File: config.mk
export PLATFORM = sky130hd
export DESIGN_NAME = uart_tx_arbiter
export DESIGN_NICKNAME = d
export VERILOG_FILES = /design/src/rtl/uart_tx_arbiter.sv
export SDC_FILE = /design/constraint.sdc
export NUM_CORES = 1
export LEC_CHECK = 0
export CAP_MARGIN = 20
export CORE_ASPECT_RATIO = 1.2
export CORE_MARGIN = 3
export CORE_UTILIZATION = 42
export CTS_CLUSTER_SIZE = 12
export DETAILED_ROUTE_END_ITERATION = 12
export PLACE_DENSITY = 0.68
export SLEW_MARGIN = 20
export SYNTH_ARGS = -nofsm -noshare
export SYNTH_HDL_FRONTEND = slang
export SYNTH_SLANG_ARGS = --single-unit
File: constraint.sdc
create_clock -name clk -period 3.2 [get_ports clk]
set_input_delay 0.96 -clock clk [delete_from_list [all_inputs] [get_ports clk]]
set_output_delay 0.96 -clock clk [all_outputs]
set_load 0.01 [all_outputs]
File: src/rtl/uart_tx_arbiter.sv
// Round-robin arbiter that shares one UART serializer between two byte sources.
// Supports bursts per tenure with a forced yield and an idle-hold revocation timer.
module uart_tx_arbiter #(
  parameter int MAX_BURST    = 16,
  parameter int HOLD_TIMEOUT = 1024
) (
  input  logic       clk,
  input  logic       reset,
  input  logic       req0_valid,
  input  logic [7:0] req0_data,
  input  logic       req0_last,
  output logic       req0_ready,
  input  logic       req1_valid,
  input  logic [7:0] req1_data,
  input  logic       req1_last,
  output logic       req1_ready,
  output logic       tx_start,
  output logic [7:0] tx_data,
  input  logic       tx_busy,
  output logic [1:0] grant,
  output logic       idle
);

  localparam logic [7:0]  BURST_MAX = 8'(MAX_BURST);
  localparam logic [15:0] HOLD_MAX  = 16'(HOLD_TIMEOUT);

  typedef enum logic [2:0] {
    S_IDLE,
    S_START,
    S_ACK,
    S_DRAIN,
    S_HOLD
  } state_t;

  state_t      state;
  state_t      state_nxt;
  logic        prio;
  logic        owner;
  logic        last_q;
  logic [7:0]  burst_cnt;
  logic [15:0] hold_cnt;
  logic        sel;
  logic        accept;
  logic        release_grant;
  logic        hold_expired;

  always_comb begin
    state_nxt     = state;
    req0_ready    = 1'b0;
    req1_ready    = 1'b0;
    sel           = owner;
    tx_start      = 1'b0;
    release_grant = 1'b0;
    accept        = 1'b0;
    hold_expired  = (hold_cnt == HOLD_MAX - 16'd1);
    case (state)
      S_IDLE: begin
        // prio only breaks ties; a lone valid requester always wins
        sel = (req0_valid && req1_valid) ? prio : req1_valid;
        if (!tx_busy) begin
          req0_ready = req0_valid && !sel;
          req1_ready = req1_valid && sel;
        end
      end
      S_START: begin
        tx_start  = 1'b1;
        state_nxt = S_ACK;
      end
      S_ACK: begin
        if (tx_busy) state_nxt = S_DRAIN;
      end
      S_DRAIN: begin
        if (!tx_busy) begin
          if (last_q || burst_cnt == BURST_MAX) begin
            release_grant = 1'b1;
            state_nxt     = S_IDLE;
          end else begin
            state_nxt = S_HOLD;
          end
        end
      end
      S_HOLD: begin
        if (!tx_busy) begin
          req0_ready = req0_valid && !owner;
          req1_ready = req1_valid && owner;
        end
        if (hold_expired) begin
          release_grant = 1'b1;
          state_nxt     = S_IDLE;
        end
      end
      default: state_nxt = S_IDLE;
    endcase
    if (reset) begin
      req0_ready = 1'b0;
      req1_ready = 1'b0;
    end
    accept = req0_ready || req1_ready;
    // a handshake on the timeout cycle keeps the tenure alive
    if (accept) begin
      state_nxt     = S_START;
      release_grant = 1'b0;
    end
  end

  always_ff @(posedge clk or posedge reset) begin
    if (reset) begin
      state     <= S_IDLE;
      prio      <= 1'b0;
      owner     <= 1'b0;
      last_q    <= 1'b0;
      tx_data   <= 8'h00;
      grant     <= 2'b00;
      burst_cnt <= 8'd0;
      hold_cnt  <= 16'd0;
    end else begin
      state <= state_nxt;
      if (accept) begin
        tx_data   <= sel ? req1_data : req0_data;
        last_q    <= sel ? req1_last : req0_last;
        owner     <= sel;
        grant     <= sel ? 2'b10 : 2'b01;
        burst_cnt <= (state == S_IDLE) ? 8'd1 : burst_cnt + 8'd1;
      end
      if (release_grant) begin
        grant <= 2'b00;
        prio  <= ~owner;
      end
      if (state == S_DRAIN) begin
        hold_cnt <= 16'd0;
      end else if (state == S_HOLD && !accept && hold_cnt != 16'hFFFF) begin
        hold_cnt <= hold_cnt + 16'd1;
      end
    end
  end

  assign idle = (state == S_IDLE);

endmodule

==> results of run 1 <==
==> placed cells by master (no fill, tap or decap), drive strengths merged <==
cell type and count:
clkbuf 7, nor2 25, a2111oi 5, nand3b 2, buf 19, nand2 21
nand2b 1, inv 14, nor3 8, clkinv 1, a211oi 3, nor4b 2
a22oi 1, mux2i 5, and3 3, o21ai 17, a31o 1, a31oi 4
mux2 1, dlymetal6s2s 2, nand4 6, or4 1, bufinv 1, and4 2
o311ai 1, a21oi 8, o32ai 1, ha 3, a41oi 1, nor4 2
xnor2 9, nand3 8, nor3b 5, or2 3, clkdlybuf4s50 32, a222oi 9
dfrtp 40, a211o 1, o21a 1
==> through the flow <==
step                utilization  TNS [ns]
floorplan                     -         0
global placement          0.536    -0.784
detailed placement        0.536    -0.796
CTS                       0.559   -0.0390
global route              0.559         0
finish                    0.559         0
==> how the worst max path moves through the flow <==
stage,startpoint,to,slack [ns],cells past startpoint
6_report,req0_valid,req1_ready,0.11,5
5_1_grt,req0_valid,req1_ready,0.03,5
4_1_cts,reset,req0_ready,-0.04,4
3_5_place_dp,reset,req0_ready,-0.54,4
3_3_place_gp,reset,req0_ready,-0.53,4
2_1_floorplan,reset,req0_ready,0.19,3
==> per-layer routing <==
layer / track usage / wire length (um) / up-vias
met5: 0 / 0 / -
met4: 0.0564 / 63 / 0
met3: 0.0455 / 243 / 7
met2: 0.274 / 2280 / 49
met1: 0.230 / 2340 / 872
li1: - / - / 925
==> sequential cells by signal (all words and copies together) (netlist names) <==
register / flops
hold_cnt: 16
burst_cnt: 8
tx_data: 8
state: 3
grant: 2
last_q: 1
owner: 1
prio: 1
==> cell type report <==
cell class	count	area, sq um	share of cell area
clock inverter	2	35.0	0.0126
tap	60	75.1	0.0270
sequential	40	1000	0.360
inverter	14	52.6	0.0189
timing repair buffer	54	490	0.176
clock buffer	6	72.6	0.0261
multi-input combinational	160	1060	0.379
==> kinds of logic (layout without fill, tap and decap cells) <==
kind of cell / after synthesis / after routing / share of synthesized area
XOR/XNOR: 9 / 9 / 0.0364
buffers and inverters: 24 / 76 / 0.0555
AO/OA/AOI/OAI: 53 / 53 / 0.183
adder cells (fa/ha/maj): 3 / 3 / 0.0173
multiplexers: 6 / 6 / 0.0300
flip-flops: 40 / 40 / 0.462
AND/OR/NAND/NOR: 89 / 89 / 0.216
==> timing repair <==
| item | 4_1_cts | 5_1_grt |
|---|---|---|
| hold endpoints to repair | 0 | 0 |
| resized for setup | 7 | 4 |
| endpoints found under the setup margin | 2 | 2 |
| pin swaps | 0 | 3 |
==> power by group <==
| part | internal [mW] | switching [mW] |
|---|---|---|
| clock network | 0.231 | 0.176 |
| registers | 0.665 | 0.160 |
| logic | 0.425 | 0.396 |
| total | 1.32 | 0.733 |
==> impl_metrics.toml, run 1 <==
[outcome]
outcome = "finished clean"

[sta]
min_period_ns = 3.09
max_slew_margin = 0.579
fmax_mhz = 324
drv_slew = 0
holdWs_ns = 0.473
worst_slew_pin_slew_ns = 0.616
setup_viol = 0
hold_viol_final = 0
post-route-period-util = 0.965
worst_slack_ns = 0.113
clock_skew_ns = 0.00655
rsz0062_at_grt = "no"

[critical_path]
critPathTopFamily = "buffers and inverters"
cp_max_fo = 2
slowest_stage = "clkdlybuf4s50_1"
r2r_setup_slack_ns = 0.89
cpPeakStageDelay_ns = 0.43
crit_buf_inv = 2
critPathRequiredTime_ns = 2.24
r2r-end = "hold_cnt[4]"
ff2ff_path_depth = 6
crit_chain = "clkdlybuf4s50_1 -> nand2b_1 -> a22oi_1 -> nor4b_2 -> clkbuf_2"
cp.arrival_ns = 2.13
endpoint_kind = "primary output"
critPathLaunchType = "input port"
path_class = "input port to primary output"
r2r-start = "state[0]"

[global_routing]
antenna_found_initial = 0
gr-total-overflow = 0
grt_pass1_vias = 1782
track_usage = 0.173
grt_first_pass_wirelength_mm = 8.35
grt_max_degree = 41

[floorplanning]
initial_core_util = 0.435
die_area_sq_um = 6060
rows = 28
die_w_um = 71.6
core_sq_um = 4970
top_level_ports = 37
die_h_um = 84.7

[synthesis]
synth.largest_area_cell = "dfrtp_1"
synth_common_cells = "dfrtp_1 (40), nor2_1 (25), nand2_1 (21)"
synth_area_sq_um = 2170
synth_top_flop_cell = "dfrtp_1"
synth_top_area_share = 0.462
syn-mean-instance-area_sq_um = 9.67
synth_seq_cells = 40
ys_seq_area_frac = 0.462
synth-edff-count = 0
netlist_top_cells_area = "dfrtp_1 (46%), nor2_1 (4.3%), a222oi_1 (4.2%), nand2_1 (3.6%), xnor2_1 (3.6%)"
yosysMostFrequentCell = "dfrtp_1"
ys_warn_count = 0
async_reset_ff_frac = 1.00
syn_inst = 224
yosysUniqueCellTypes = 42
synth_nets = 250

[power]
powerDensity_nw_per_um2 = 738
total_power_mw = 2.05
cellLeakagePower_nw = 1.21
irDropWorstVdd_uv = 376

[hold_path]
hold_class = "flop to flop"
worstHoldPathCells = 1
min_from = "burst_cnt[7]"
hold_end = "burst_cnt[7]"

[cts]
clockRootBuffer = "clkbuf_8"
htree_levels = 2
cts_buffer_depth = 2
clkSinkCount = 40
cts_buffers = 5
cts_tree = "done"
clk_latency_ns = 0.29
post_cts_buffers = 0
cts_hold_buf = 0
clk_pin_slew_worst_paths_ns = 0.07

[drt]
drtIter0Drc = 108
vias = 1853
drt-vias-per-instance = 5.51
routedWlPerCell_um = 14.7
drcViolationCount = 0
first_pass_iters = 5
ant_nets = 0
finalWirelength_mm = 4.93

[placed_design]
dp_hpwl_mm = 3.52
gp_congestion = 0.829
numPortBuffers = 36
pre_cts_slack_ns = -0.544
dp_cells = 328
place_area_sq_um = 2670

[cells_and_area]
fin_area_sq_um = 2780
final_cells = 336
fillers = 454
num_antenna_cells = 0
layout-drive-gt1-share = 0.145
areaGrowthSynthToFinish_pct = 28.5
final_nets = 301

[run]
drv_cap = 0
(Power assumes the default switching activity.)
==> run 2: changes to the inputs <==
- clock period: 3.2 -> 3.55 ns (I/O delays scaled with it)
==> impl_metrics.toml, run 2 (synthesized netlist as in run 1, its figures left out) <==
[power]
p_comb_frac = 0.398
irDropWorstVdd_uv = 331
cellLeakagePower_nw = 1.16
p_int_mw = 1.18
p_seq_frac = 0.401
powerDensity_nw_per_um2 = 672
p_sw_frac = 0.357
power.switching_mw = 0.657
total_power_mw = 1.84
clkPwrFrac = 0.201

[drt]
finalWirelength_mm = 5.03
vias = 1870
drtIter0Drc = 119
drt-vias-per-instance = 5.65
routedWlPerCell_um = 15.2
ant_nets = 0
first_pass_iters = 4
drcViolationCount = 0

[cells_and_area]
top_regs = "hold_cnt: 16 flops, burst_cnt: 8 flops, tx_data: 8 flops"
num_antenna_cells = 0
largest_register_ffs = 16
layout-drive-gt1-share = 0.125
top_register = "hold_cnt"
final_nets = 296
mostFrequentLayoutCells = "dfrtp_1 (40), clkdlybuf4s50_1 (34), nor2_1 (25)"
utilization = 0.550
layout_commonest_cell = "dfrtp_1"
fillers = 448
final_cells = 331
areaGrowthSynthToFinish_pct = 26.4

[floorplanning]
core_sq_um = 4970
rows = 28
top_level_ports = 37
die_area_sq_um = 6060
die_w_um = 71.6
initial_core_util = 0.435
die_h_um = 84.7

[sta]
holdWs_ns = 0.477
hold_viol_final = 0
min_period_ns = 3.43
worst_slew_pin_slew_ns = 0.545
clock_skew_ns = 0.00363
drv_slew = 0
fmax_mhz = 291
post-route-period-util = 0.966
max_slew_margin = 0.627
rsz0062_at_grt = "no"
fin_setup_tns_ns = 0
setup_viol = 0

[critical_path]
critPathRequiredTime_ns = 2.48
cp.depth = 4
crit_buf_inv = 2
cp_max_fo = 2
critPathLaunchType = "input port"
ff2ff_path_depth = 6
endpoint_kind = "primary output"
path_class = "input port to primary output"
crit_chain = "clkdlybuf4s50_1 -> or4_4 -> nor3b_2 -> clkbuf_2"
cpPeakStageDelay_ns = 0.50
critPathTopFamily = "simple AND/OR/NAND/NOR gates"
cp.arrival_ns = 2.37
slowest_stage = "or4_4"

[placed_design]
dp_cells = 322
dp_hpwl_mm = 3.63
numPortBuffers = 36
gp_congestion = 0.801

[cts]
cts_tree = "done"
cts_buffer_depth = 2
clockRootBuffer = "clkbuf_8"
clk_pin_slew_worst_paths_ns = 0.08
cts_hold_buf = 0
clk_latency_ns = 0.29
clkSinkCount = 40
htree_levels = 2
cts_buffers = 5

[outcome]
outcome = "finished clean"

[global_routing]
gr-total-overflow = 0
track_usage = 0.184
grt_first_pass_wirelength_mm = 8.87
grt_pass1_vias = 1944
grt_max_degree = 41
antenna_found_initial = 0

[hold_path]
worstHoldPathCells = 1
hold_class = "flop to flop"

[run]
drv_cap = 0
-- run 2: routing by layer --
| metal | vias to the layer above | global-route usage | part of all wire |
|---|---|---|---|
| met3 | 6 | 0.0503 | 0.053 |
| met1 | 906 | 0.224 | 0.43 |
| met4 | 0 | 0.0581 | 0.0088 |
| met5 | - | 0 | 0 |
| li1 | 913 | - | - |
| met2 | 45 | 0.312 | 0.51 |
-- run 2: through the flow --
stage / worst slack [ns] / instance area, sq um
global route: 0.0705 / 2740
global placement: -0.390 / 2620
floorplan: 0.326 / 2170
detailed placement: -0.376 / 2620
finish: 0.119 / 2740
CTS: 0.00317 / 2740
-- run 2: layout make-up --
class                           count  area (sq um)  area share
Timing Repair Buffer               49           452       0.165
Clock inverter                      2          35.0      0.0128
Clock buffer                        6          72.6      0.0265
Inverter                           14          52.6      0.0192
Multi-Input combinational cell    160          1050       0.383
Tap cell                           60          75.1      0.0274
Sequential cell                    40          1000       0.366
-- run 2: power groups by stage --
stage / Sequential (mW) / Clock, mW / Combinational, mW
global route: 0.764 / 0.399 / 0.822
detailed placement: 0.739 / 0 / 0.741
CTS: 0.738 / 0.382 / 0.743
floorplan: 0.736 / 0 / 0.441
global placement: 0.739 / 0 / 0.721
finish: 0.737 / 0.370 / 0.733
-- run 2: path summary, 6_finish.rpt --
path	start	slack, ns	end
setup / recovery	reset	0.12	req0_ready
hold / removal	burst_cnt[7]	0.48	burst_cnt[7]
setup reg to reg	state[0]	1.25	hold_cnt[4]
hold reg to reg	burst_cnt[7]	0.48	burst_cnt[7]
max in group asynchronous	reset	1.83	hold_cnt[14]
min in group asynchronous	reset	1.37	tx_data[1]
-- run 2: what timing repair did --
action	CTS	global route
endpoints found under the setup margin	2	1
endpoints found under the hold margin	0	0
cloned	0	0
resized for setup	4	1
pin swaps	0	0
setup buffers	0	0
